--- config.mk ---
export PLATFORM = sky130hd
export DESIGN_NAME = mips_multicycle_core
export DESIGN_NICKNAME = d
export VERILOG_FILES = /design/src/rtl/mips_mc_pkg.sv /design/src/rtl/mips_mc_regfile.sv /design/src/rtl/mips_multicycle_core.sv
export SDC_FILE = /design/constraint.sdc
export NUM_CORES = 2
export LEC_CHECK = 0
export ABC_AREA = 1
export BUFFER_PORTS_ARGS = -buffer_cell sky130_fd_sc_hd__buf_2
export CELL_PAD_IN_SITES_DETAIL_PLACEMENT = 1
export CELL_PAD_IN_SITES_GLOBAL_PLACEMENT = 1
export CORE_MARGIN = 5
export CORE_UTILIZATION = 53
export DETAILED_ROUTE_END_ITERATION = 10
export GPL_TIMING_DRIVEN = 1
export PLACE_DENSITY_LB_ADDON = 0.1
export SLEW_MARGIN = 10
export SYNTH_ARGS = -nofsm -noshare
export SYNTH_HDL_FRONTEND = slang
export SYNTH_SLANG_ARGS = --single-unit
--- constraint.sdc ---
create_clock -name clk -period 7.4 [get_ports clk]
set_input_delay 1.48 -clock clk [delete_from_list [all_inputs] [get_ports clk]]
set_output_delay 1.48 -clock clk [all_outputs]
set_load 0.02 [all_outputs]
--- src/rtl/mips_mc_pkg.sv ---
// Shared types and encodings for the multi-cycle MIPS-I subset core.
package mips_mc_pkg;

    typedef enum logic [2:0] {
        ST_FETCH,
        ST_DECODE,
        ST_EXEC,
        ST_MEM,
        ST_WB,
        ST_HALT
    } state_e;

    typedef enum logic [2:0] {
        ALU_ADD,
        ALU_SUB,
        ALU_AND,
        ALU_OR,
        ALU_SLT,
        ALU_SLL,
        ALU_SRL
    } alu_op_e;

    localparam logic [5:0] OP_RTYPE = 6'h00;
    localparam logic [5:0] OP_J     = 6'h02;
    localparam logic [5:0] OP_JAL   = 6'h03;
    localparam logic [5:0] OP_BEQ   = 6'h04;
    localparam logic [5:0] OP_ADDI  = 6'h08;
    localparam logic [5:0] OP_LW    = 6'h23;
    localparam logic [5:0] OP_SW    = 6'h2B;

    localparam logic [5:0] FN_SLL = 6'h00;
    localparam logic [5:0] FN_SRL = 6'h02;
    localparam logic [5:0] FN_JR  = 6'h08;
    localparam logic [5:0] FN_ADD = 6'h20;
    localparam logic [5:0] FN_SUB = 6'h22;
    localparam logic [5:0] FN_AND = 6'h24;
    localparam logic [5:0] FN_OR  = 6'h25;
    localparam logic [5:0] FN_SLT = 6'h2A;

    localparam logic [4:0] REG_RA = 5'd31;

    function automatic logic [31:0] sext16(input logic [15:0] imm);
        return {{16{imm[15]}}, imm};
    endfunction

endpackage

--- src/rtl/mips_mc_regfile.sv ---
// 32x32 register file: two asynchronous read ports, one synchronous write port, $0 reads 0.
module mips_mc_regfile
    import mips_mc_pkg::*;
(
    input  logic        clk,
    input  logic        rst,
    input  logic [4:0]  ra1_i,
    input  logic [4:0]  ra2_i,
    output logic [31:0] rd1_o,
    output logic [31:0] rd2_o,
    input  logic        we_i,
    input  logic [4:0]  wa_i,
    input  logic [31:0] wd_i
);

    logic [31:0] regs_q [32];

    always_ff @(posedge clk) begin
        if (rst) begin
            for (int unsigned i = 0; i < 32; i++) begin
                regs_q[i] <= '0;
            end
        end else if (we_i && (wa_i != '0)) begin
            regs_q[wa_i] <= wd_i;
        end
    end

    assign rd1_o = (ra1_i == '0) ? '0 : regs_q[ra1_i];
    assign rd2_o = (ra2_i == '0) ? '0 : regs_q[ra2_i];

endmodule

--- src/rtl/mips_multicycle_core.sv ---
// Multi-cycle MIPS-I subset core with one shared req/ready memory port.
// Optional retire trace ports are enabled by defining MIPS_MC_TRACE_EN.
module mips_multicycle_core
    import mips_mc_pkg::*;
#(
    parameter int unsigned ADDR_W   = 16,
    parameter logic [31:0] RESET_PC = 32'h0,
    parameter int unsigned TIMEOUT  = 0
) (
    input  logic              clk,
    input  logic              rst,
    output logic              mem_req,
    output logic              mem_we,
    output logic [ADDR_W-1:0] mem_addr,
    output logic [31:0]       mem_wdata,
    input  logic [31:0]       mem_rdata,
    input  logic              mem_ready,
    output logic              halted
`ifdef MIPS_MC_TRACE_EN
    ,
    output logic              retire_valid,
    output logic [ADDR_W-1:0] retire_pc,
    output logic [4:0]        retire_rd,
    output logic [31:0]       retire_data
`endif
);

    state_e            state_q, state_d;
    logic [ADDR_W-1:0] pc_q, pc_d, target_q, target_d, addr_q, addr_d;
    logic [31:0]       ir_q, ir_d, a_q, a_d, b_q, b_d, alu_q, alu_d, mdr_q, mdr_d;
    logic [31:0]       wdata_q, wdata_d, wait_q, wait_d;
    logic              req_q, req_d, we_q, we_d;

    logic [5:0]  op, fn;
    logic [4:0]  rs, rt, rd, shamt;
    logic [31:0] imm_x, br_off, alu_b, alu_res, pc_x, jt;
    logic [31:0] rf_rd1, rf_rd2, rf_wd;
    logic [4:0]  rf_wa;
    logic        rf_we, legal, done, timeout;
    alu_op_e     alu_op;
    logic        unused_ok;

    assign op     = ir_q[31:26];
    assign rs     = ir_q[25:21];
    assign rt     = ir_q[20:16];
    assign rd     = ir_q[15:11];
    assign shamt  = ir_q[10:6];
    assign fn     = ir_q[5:0];
    assign imm_x  = sext16(ir_q[15:0]);
    assign br_off = imm_x << 2;
    assign pc_x   = 32'(pc_q);
    assign jt     = {pc_x[31:28], ir_q[25:0], 2'b00};
    assign done   = req_q && mem_ready;
    assign timeout = (TIMEOUT != 0) && req_q && !mem_ready && (wait_q >= 32'(TIMEOUT));
    assign unused_ok = ^{alu_res, jt, pc_x, br_off};

    mips_mc_regfile u_regfile (
        .clk   (clk),
        .rst   (rst),
        .ra1_i (rs),
        .ra2_i (rt),
        .rd1_o (rf_rd1),
        .rd2_o (rf_rd2),
        .we_i  (rf_we),
        .wa_i  (rf_wa),
        .wd_i  (rf_wd)
    );

    always_comb begin
        legal  = 1'b0;
        alu_op = ALU_ADD;
        case (op)
            OP_RTYPE: begin
                case (fn)
                    FN_ADD: begin legal = 1'b1; alu_op = ALU_ADD; end
                    FN_SUB: begin legal = 1'b1; alu_op = ALU_SUB; end
                    FN_AND: begin legal = 1'b1; alu_op = ALU_AND; end
                    FN_OR:  begin legal = 1'b1; alu_op = ALU_OR;  end
                    FN_SLT: begin legal = 1'b1; alu_op = ALU_SLT; end
                    FN_SLL: begin legal = 1'b1; alu_op = ALU_SLL; end
                    FN_SRL: begin legal = 1'b1; alu_op = ALU_SRL; end
                    FN_JR:  legal = 1'b1;
                    default: legal = 1'b0;
                endcase
            end
            OP_J, OP_JAL, OP_BEQ, OP_ADDI, OP_LW, OP_SW: legal = 1'b1;
            default: legal = 1'b0;
        endcase
    end

    always_comb begin
        alu_b = (op == OP_RTYPE) ? b_q : imm_x;
        case (alu_op)
            ALU_ADD: alu_res = a_q + alu_b;
            ALU_SUB: alu_res = a_q - alu_b;
            ALU_AND: alu_res = a_q & alu_b;
            ALU_OR:  alu_res = a_q | alu_b;
            ALU_SLT: alu_res = {31'b0, ($signed(a_q) < $signed(alu_b))};
            ALU_SLL: alu_res = alu_b << shamt;
            ALU_SRL: alu_res = alu_b >> shamt;
            default: alu_res = a_q + alu_b;
        endcase
    end

    always_comb begin
        state_d  = state_q;
        pc_d     = pc_q;
        ir_d     = ir_q;
        a_d      = a_q;
        b_d      = b_q;
        target_d = target_q;
        alu_d    = alu_q;
        mdr_d    = mdr_q;
        req_d    = 1'b0;
        we_d     = we_q;
        addr_d   = addr_q;
        wdata_d  = wdata_q;
        wait_d   = (req_q && !mem_ready) ? wait_q + 32'd1 : '0;
        rf_we    = 1'b0;
        rf_wa    = rd;
        rf_wd    = alu_q;
        case (state_q)
            ST_FETCH: begin
                if (done) begin
                    ir_d    = mem_rdata;
                    pc_d    = pc_q + ADDR_W'(32'd4);
                    state_d = ST_DECODE;
                end
            end
            ST_DECODE: begin
                a_d      = rf_rd1;
                b_d      = rf_rd2;
                target_d = pc_q + br_off[ADDR_W-1:0];
                state_d  = legal ? ST_EXEC : ST_HALT;
            end
            ST_EXEC: begin
                alu_d = alu_res;
                if (op == OP_BEQ) begin
                    if (a_q == b_q) pc_d = target_q;
                    state_d = ST_FETCH;
                end else if (op == OP_J || op == OP_JAL) begin
                    pc_d    = jt[ADDR_W-1:0];
                    state_d = ST_FETCH;
                    if (op == OP_JAL) begin
                        rf_we = 1'b1;
                        rf_wa = REG_RA;
                        rf_wd = pc_x;
                    end
                end else if (op == OP_RTYPE && fn == FN_JR) begin
                    pc_d    = a_q[ADDR_W-1:0];
                    state_d = (a_q[1:0] != 2'b00) ? ST_HALT : ST_FETCH;
                end else if (op == OP_LW || op == OP_SW) begin
                    if (alu_res[1:0] != 2'b00) begin
                        state_d = ST_HALT;
                    end else begin
                        state_d = ST_MEM;
                        req_d   = 1'b1;
                        we_d    = (op == OP_SW);
                        addr_d  = alu_res[ADDR_W-1:0];
                        wdata_d = b_q;
                    end
                end else begin
                    state_d = ST_WB;
                end
            end
            ST_MEM: begin
                if (done) begin
                    mdr_d   = mem_rdata;
                    state_d = (op == OP_LW) ? ST_WB : ST_FETCH;
                end else begin
                    req_d = 1'b1;
                end
            end
            ST_WB: begin
                rf_we   = 1'b1;
                rf_wa   = (op == OP_RTYPE) ? rd : rt;
                rf_wd   = (op == OP_LW) ? mdr_q : alu_q;
                state_d = ST_FETCH;
            end
            default: state_d = ST_HALT;
        endcase
        if (timeout) state_d = ST_HALT;
        // The next fetch request is set up as the FSM enters FETCH so it is visible in the FETCH cycle.
        if (state_d == ST_FETCH) begin
            req_d  = 1'b1;
            we_d   = 1'b0;
            addr_d = pc_d;
        end else if (state_d == ST_HALT) begin
            req_d = 1'b0;
        end
    end

    always_ff @(posedge clk) begin
        if (rst) begin
            state_q  <= ST_FETCH;
            pc_q     <= RESET_PC[ADDR_W-1:0];
            ir_q     <= '0;
            a_q      <= '0;
            b_q      <= '0;
            target_q <= '0;
            alu_q    <= '0;
            mdr_q    <= '0;
            req_q    <= 1'b0;
            we_q     <= 1'b0;
            addr_q   <= '0;
            wdata_q  <= '0;
            wait_q   <= '0;
        end else begin
            state_q  <= state_d;
            pc_q     <= pc_d;
            ir_q     <= ir_d;
            a_q      <= a_d;
            b_q      <= b_d;
            target_q <= target_d;
            alu_q    <= alu_d;
            mdr_q    <= mdr_d;
            req_q    <= req_d;
            we_q     <= we_d;
            addr_q   <= addr_d;
            wdata_q  <= wdata_d;
            wait_q   <= wait_d;
        end
    end

    assign mem_req   = req_q;
    assign mem_we    = we_q;
    assign mem_addr  = addr_q;
    assign mem_wdata = wdata_q;
    assign halted    = (state_q == ST_HALT);

`ifdef MIPS_MC_TRACE_EN
    logic              ret_v_q, ret_v_d;
    logic [ADDR_W-1:0] ret_pc_q, ret_pc_d;
    logic [4:0]        ret_rd_q, ret_rd_d;
    logic [31:0]       ret_data_q, ret_data_d;

    always_comb begin
        ret_v_d    = (state_q == ST_EXEC || state_q == ST_MEM || state_q == ST_WB) &&
                     (state_d == ST_FETCH);
        ret_pc_d   = pc_q - ADDR_W'(32'd4);
        ret_rd_d   = (ret_v_d && rf_we) ? rf_wa : '0;
        ret_data_d = (ret_v_d && rf_we && rf_wa != '0) ? rf_wd : '0;
    end

    always_ff @(posedge clk) begin
        if (rst) begin
            ret_v_q    <= 1'b0;
            ret_pc_q   <= '0;
            ret_rd_q   <= '0;
            ret_data_q <= '0;
        end else begin
            ret_v_q    <= ret_v_d;
            ret_pc_q   <= ret_pc_d;
            ret_rd_q   <= ret_rd_d;
            ret_data_q <= ret_data_d;
        end
    end

    assign retire_valid = ret_v_q;
    assign retire_pc    = ret_pc_q;
    assign retire_rd    = ret_rd_q;
    assign retire_data  = ret_data_q;
`endif

endmodule

== After elaboration in Yosys (flattened, before gate mapping) ==
Memories as Yosys holds them, arrays and structs flattened. A register that Yosys moved wholly into a read port is not among the register bits.
Index checks and enable logic that the tools add are counted.

* Flip-flop bits (word level): 245
* RAM bits: 1024
* Word-level logic and storage cells: 147
* Memories kept: 1

{| class="wikitable"
|+ Memories
! memory !! words !! bits a word !! rd ports !! clocked after memory_dff !! write ports !! line !! RTL
|-
| u_regfile.regs_q || 32 || 32 || 2 || 2 || 32 || mips_mc_regfile.sv:16 || <nowiki>logic [31:0] regs_q [32];</nowiki>
|}

* Add/sub/neg operators: 4
* Magnitude comparators: 1
* Equality and inequality tests: 30
* Shift operators: 2
* Mux-type cells: 67
* Bitwise gates (word level): 6
* Reductions and logical operators: 24

{| class="wikitable"
|+ Operator list
! operator !! count
|-
| two-way mux 32 bit || 8
|-
| two-way mux 16 bit || 12
|-
| case mux 32 bit (6 select lines) || 1
|-
| case mux 32 bit (2 select lines) || 1
|-
| two-way mux 5 bit || 9
|-
| == test 6 bit, second input constant || 7
|-
| two-way mux 3 bit || 11
|-
| adder 32 bit || 1
|-
| bitwise AND 32 bit || 1
|-
| == test 32 bit || 1
|-
| < comparator 32 bit || 1
|-
| OR 32 bit || 1
|-
| case mux 16 bit (2 select lines) || 1
|-
| OR reduction 32 bit || 1
|-
| << shifter 32 x 5 -> 32 bit || 1
|-
| right shift 32 x 5 -> 32 bit || 1
|-
| subtractor 32 bit || 1
|-
| == test 3 bit, second input constant || 6
|-
| == test 6 x 2 -> 1 bit, second input constant || 3
|-
| two-way mux 1 bit || 18
|-
| case mux 3 bit (6 select lines) || 1
|-
| adder 16 bit || 1
|-
| adder 16 x 3 -> 16 bit, second input constant || 1
|-
| case mux 3 bit (5 select lines) || 1
|-
| 20 further kinds || 44
|}

== Longest topological paths before layout ==
* Depth after elaboration: 15
* Depth in mapped cells: 30
* Mapped depth without buffers: 27

== Hierarchy ==
Synthesis repeated with hierarchy kept, for this count alone.

* Cells, all modules: 10409
* Area, all modules: 76206.8 µm²

{| class="wikitable"
|+ Modules (own cells, without submodules)
! module !! times used !! cells an instance !! area each (µm²) !! sequential area each (µm²)
|-
| mips_mc_regfile || 1 || 7250 || 56528.0 || 30749.5
|-
| mips_multicycle_core || 1 || 3159 || 19678.9 || 4904.7
|}

== Worst setup path after synthesis ==
OpenSTA, ideal clock, no wires.

* Path type: reg-to-reg
* Start: reg ir_q[28]
* End: reg addr_q[7] (netlist: mem_addr[7])
* Data arrival time: 3461 ps
* Required time: 7268 ps
* Slack: 3807 ps
* Stages on the path, launching flop included: 27
* Buffers on the path: 4
* Path through: dfxtp_1 > nor2_4 > nand3_4 > buf_6 > buf_6 > o21ai_1 > o21ai_0 > ha_1 > clkbuf_1 > nor2_1 > nand4_1 > nand3_1 > nand2_1 > nand2_1 > nand2_1 > nand3_1 > nand3_1 > nand4_1 > nand2_1 > nand2_1 > nand2_2 > nand3_4 > nor2_4 > buf_4 > nand2_1 > nand2_1 > a21oi_1

* Word-level cells in the longest chain between the ends: 14
* Elaborated cells between the ends (all ways): 57

{| class="wikitable"
|+ Ends and longest elaborated chain
! element !! line !! RTL
|-
| start: declaration || mips_multicycle_core.sv:30 || <nowiki>logic [31:0] ir_q, ir_d, a_q, a_d, b_q, b_d, alu_q, alu_d, mdr_q, mdr_d;</nowiki>
|-
| start signal: assignment || mips_multicycle_core.sv:211 || <nowiki>ir_q <= ir_d;</nowiki>
|-
| zero test 6 bit || mips_multicycle_core.sv:72, mips_multicycle_core.sv:92, mips_multicycle_core.sv:149 ||
|-
| two-way mux 32 bit / two-way mux 3 bit (equally long branches) || mips_multicycle_core.sv:92, mips_multicycle_core.sv:72 ||
|-
| adder 32 bit (tied with other cells) || mips_multicycle_core.sv:94, mips_multicycle_core.sv:101 ||
|-
| case mux 32 bit (6 select lines) || mips_multicycle_core.sv:93 || <nowiki>case (alu_op)</nowiki>
|-
| nonzero test 2 bit || mips_multicycle_core.sv:153 || <nowiki>if (alu_res[1:0] != 2'b00) begin</nowiki>
|-
| two-way mux 3 bit || mips_multicycle_core.sv:153 ||
|-
| two-way mux 3 bit || mips_multicycle_core.sv:152 || <nowiki>end else if (op == OP_LW || op == OP_SW) begin</nowiki>
|-
| two-way mux 3 bit || mips_multicycle_core.sv:149 || <nowiki>end else if (op == OP_RTYPE && fn == FN_JR) begin</nowiki>
|-
| two-way mux 3 bit || mips_multicycle_core.sv:141 || <nowiki>end else if (op == OP_J || op == OP_JAL) begin</nowiki>
|-
| two-way mux 3 bit || mips_multicycle_core.sv:138 || <nowiki>if (op == OP_BEQ) begin</nowiki>
|-
| case mux 3 bit (5 select lines) || mips_multicycle_core.sv:122 || <nowiki>case (state_q)</nowiki>
|-
| zero test 3 bit || mips_multicycle_core.sv:184 || <nowiki>if (state_d == ST_FETCH) begin</nowiki>
|-
| inequality test 2 x 1 -> 1 bit (no source line) / nonzero test 2 bit (equally long branches) || -- ||
|-
| AND reduction 6 bit (no source line) || -- ||
|-
| end signal: assignment || mips_multicycle_core.sv:219 || <nowiki>addr_q <= addr_d;</nowiki>
|-
| end: declaration || mips_multicycle_core.sv:29 || <nowiki>logic [ADDR_W-1:0] pc_q, pc_d, target_q, target_d, addr_q, addr_d;</nowiki>
|}

Parallel ways exist; a longest one is shown, timed or not. The select of a mux whose other input is x is not followed.
A chain may end at the register's enable or synchronous reset.

== Worst setup path after layout ==
* Start: reg ir_q[31]
* End: reg addr_q[14] (netlist: mem_addr[14])

Same word-level chain as after synthesis.

==> flow_summary.yaml <==
run_status:
  outcome: "finished, final reports clean"
timing:
  worst_slack_ns: 0.965
  rsz0062_at_grt: "false"
  hold_violations: 0
  fmax_mhz: 155
  fin_skew_ns: 0.0527
  maxSlewViolCount: 0
  setup_viol: 0
  hold_slack_ns: 0.457
  relSlewSlack: 0.191
  min_period_ns: 6.43
  tightest_slew_ns: 1.21
  period_share: 0.870
  fin_setup_tns_ns: 0
finish:
  regArea_sq_mm: 0.0359
  nNetsFinal: 8424
  fill_cells: 15890
  post_route_cells_drive_above_1_share: 0.0721
  multi_input_area_sq_mm: 0.0337
  finalInstanceArea_sq_mm: 0.0795
  area_delta_synth_final_pct: 8.56
  final_util: 0.579
cts:
  clk_latency_ns: 0.81
  cts_buffers: 144
  clk_path_buf_depth: 3
  clock_sinks: 1279
  cts_resized: 0
  cts_max_level: 4
  holdBufCountCts: 0
  cts_setup_buffers: 0
  cts_root_buf: "clkbuf_16"
  cts_tree: "done"
  path_clk_slew_ns: 0.07
critical_path:
  crit_type: "reg -> reg"
  worstPathRequired_ns: 8.13
  cp_cell_sequence: "nor2_2 > nand3_4 > nand2_2 > nand2_1 > ha_1 > inv_1 > a21oi_1 > o21ai_1 > nand2_1 > a21oi_1 > nor2_1 > nand3_1 > nand3_1 > nand4_1 > nand2_1 > nand3_2 > buf_4 > inv_4 > o21ai_0 > o21ai_0 > nand2_1 > a21oi_1"
  path_common_cell: "nand2_1"
  endpoint_kind: "flip-flop"
  worstSetupStartpointType: "flip-flop"
  cpMaxStageDelayCell: "nor2_2"
  cp_max_fo: 60
  worst_ep_arrival_time_ns: 7.16
  max_stage_delay_ns: 0.76
power:
  p_int_mw: 15.2
  p_seq_frac: 0.311
  netSwitchingFraction: 0.463
  power.net_switching_mw: 13.1
  combPwrFrac: 0.431
  ir_drop_uv: 256
  p_leak_nw: 27.4
  clockPowerShare: 0.257
  power_density_mw_per_mm2: 356
logic_synthesis:
  synth_top_cell_by_area: "edfxtp_1"
  synth-warning-count: 0
  synthTopCellsByArea: "edfxtp_1, nor2_1, nand2_1, dfxtp_1, o21ai_0"
  synth.distinct_cells: 65
  ys_seq_area_frac: 0.490
  yosysMostFrequentCell: "nor2_1"
  synthFlopType: "edfxtp_1"
  synth_edf_count: 1024
  syn_area_sq_mm: 0.0732
  synthCells: 8642
  synth_area_per_cell_sq_um: 8.47
  async_reset_ff_frac: 0
  yosys_register_bits: 1279
  synthTopCellsByCount: "nor2_1, nand2_1, edfxtp_1, clkbuf_1, o21ai_0"
  synth_top_area_frac: 0.420
global_route:
  antenna_found_initial: 12
  grt_pass1_vias: 71816
  track_usage: 0.438
  grt_pass1_wl_mm: 479
  grt_max_degree: 155
  grt_overflow: 0
die:
  dieArea_sq_mm: 0.146
  fp.dieH_microns: 382
  start_util: 0.533
  dieWidth_microns: 382
  ioPinCount: 86
  core_sq_mm: 0.137
  rows: 136
route:
  wirelength_mm: 332
  wire_per_inst_microns: 32.5
  num_vias: 72322
  drc: 0
  viasPerCell: 7.10
  postRouteAntennaNets: 0
  dr.pass1.iters: 6
  drt_iter0_markers: 10525
placed_design:
  place_ws_ns: 1.18
  postPlaceCellArea_sq_mm: 0.0748
  hpwl_mm: 223
  gp_congestion: 1.03
  port_buffers: 85
run:
  cap_viol_max_count: 0
worst_hold_path:
  min_path_type: "reg -> reg"
[placed cells by master (no fill, tap or decap), types with 8 or more instances in the layout]
cell and instances:
nor2_1 1549, nand2_1 1499, edfxtp_1 1024, o21ai_0 602
a21oi_1 581, nand3_1 488, o211ai_1 287, inv_1 283
o221ai_1 262, mux2i_1 260, a32oi_1 256, dfxtp_1 242
buf_4 150, clkbuf_16 147, ha_1 111, buf_2 84
nand2_2 54, nand4_1 48, xor2_1 40, clkbuf_1 37
conb_1 32, clkinv_1 29, nor3_1 27, clkinv_2 24
a31oi_1 22, a221oi_4 16, o21bai_1 15, o21ai_2 13
xnor2_1 12, inv_2 11, or2_2 11, buf_12 11
o22ai_1 9, o2111ai_1 9, bufinv_16 9, dfxtp_4 8
clkinvlp_4 8
[flip-flops by register name, indices dropped and copies added, names as in the netlist, named ones only]
signal            flops
a_q                  32
alu_q                32
b_q                  32
ir_q                 32
mdr_q                32
mem_addr             16
mem_req               1
mem_wdata            32
mem_we                1
pc_q                 16
state_q               3
target_q             16
u_regfile.regs_q   1024
[per-stage QoR]
stage	cells	total power, mW
CTS	10190	27.7
floorplan	8673	15.8
global placement	9923	20.2
detailed placement	9923	20.4
finish	10191	28.3
global route	10190	29.2
[cells by family (layout without fill, tap and decap cells)]
kind of cell / count (synthesis) / count (layout) / share of synthesized area
AND/OR/NAND/NOR: 3710 / 3710 / 0.203
flip-flops: 1279 / 1279 / 0.490
buffers and inverters: 1096 / 819 / 0.0588
other: 1 / 33 / 0.0000512
multiplexers: 260 / 260 / 0.0356
AO/OA/AOI/OAI: 2130 / 2130 / 0.186
XOR/XNOR: 52 / 52 / 0.00622
adder cells (fa/ha/maj): 114 / 114 / 0.0198
[critical path, delay by kind of cell, from the launching register on]
family	cells	cell delay (ns)
AND/OR/NAND/NOR	12	3.69
buffers and inverters	3	0.88
AO/OA/AOI/OAI	6	0.84
adder cells (fa/ha/maj)	1	0.53
flip-flops	1	0.32
[power by group through the flow]
stage	Combinational (mW)	Clock (mW)	Sequential [mW]
after CTS	11.6	7.26	8.78
after global placement	11.3	0	8.89
after detailed placement	11.5	0	8.92
final	12.2	7.29	8.82
after global routing	12.7	7.61	8.83
after floorplan	7.26	0	8.55
[worst paths after layout]
| path | from | end | slack, ns | cells after the start |
|---|---|---|---|---|
| max | ir_q[31] | mem_addr[14] | 0.97 | 22 |
| min | ir_q[25] | flip-flop | 0.46 | 2 |
| max reg2reg | ir_q[31] | mem_addr[14] | 0.97 | 22 |
| min reg2reg | ir_q[25] | flip-flop | 0.46 | 2 |
[per-layer routing]
layer / track usage / routed length [microns] / up-vias / share of wire
met5: 0 / 22 / - / 0.000066
met4: 0.259 / 23200 / 4 / 0.070
met3: 0.109 / 42200 / 1164 / 0.13
met2: 0.648 / 141000 / 5361 / 0.43
met1: 0.585 / 125000 / 35888 / 0.38
li1: - / - / 29905 / -
[final cells by class]
class / count / area share
antenna: 1 / 0.0000315
clock buffer: 188 / 0.0487
clock inverter: 79 / 0.0101
inverter: 306 / 0.0147
multi-input combinational: 6298 / 0.424
sequential: 1279 / 0.452
tap: 1794 / 0.0282
timing repair buffer: 246 / 0.0224
Note: power is estimated with default switching activity, not from simulation.
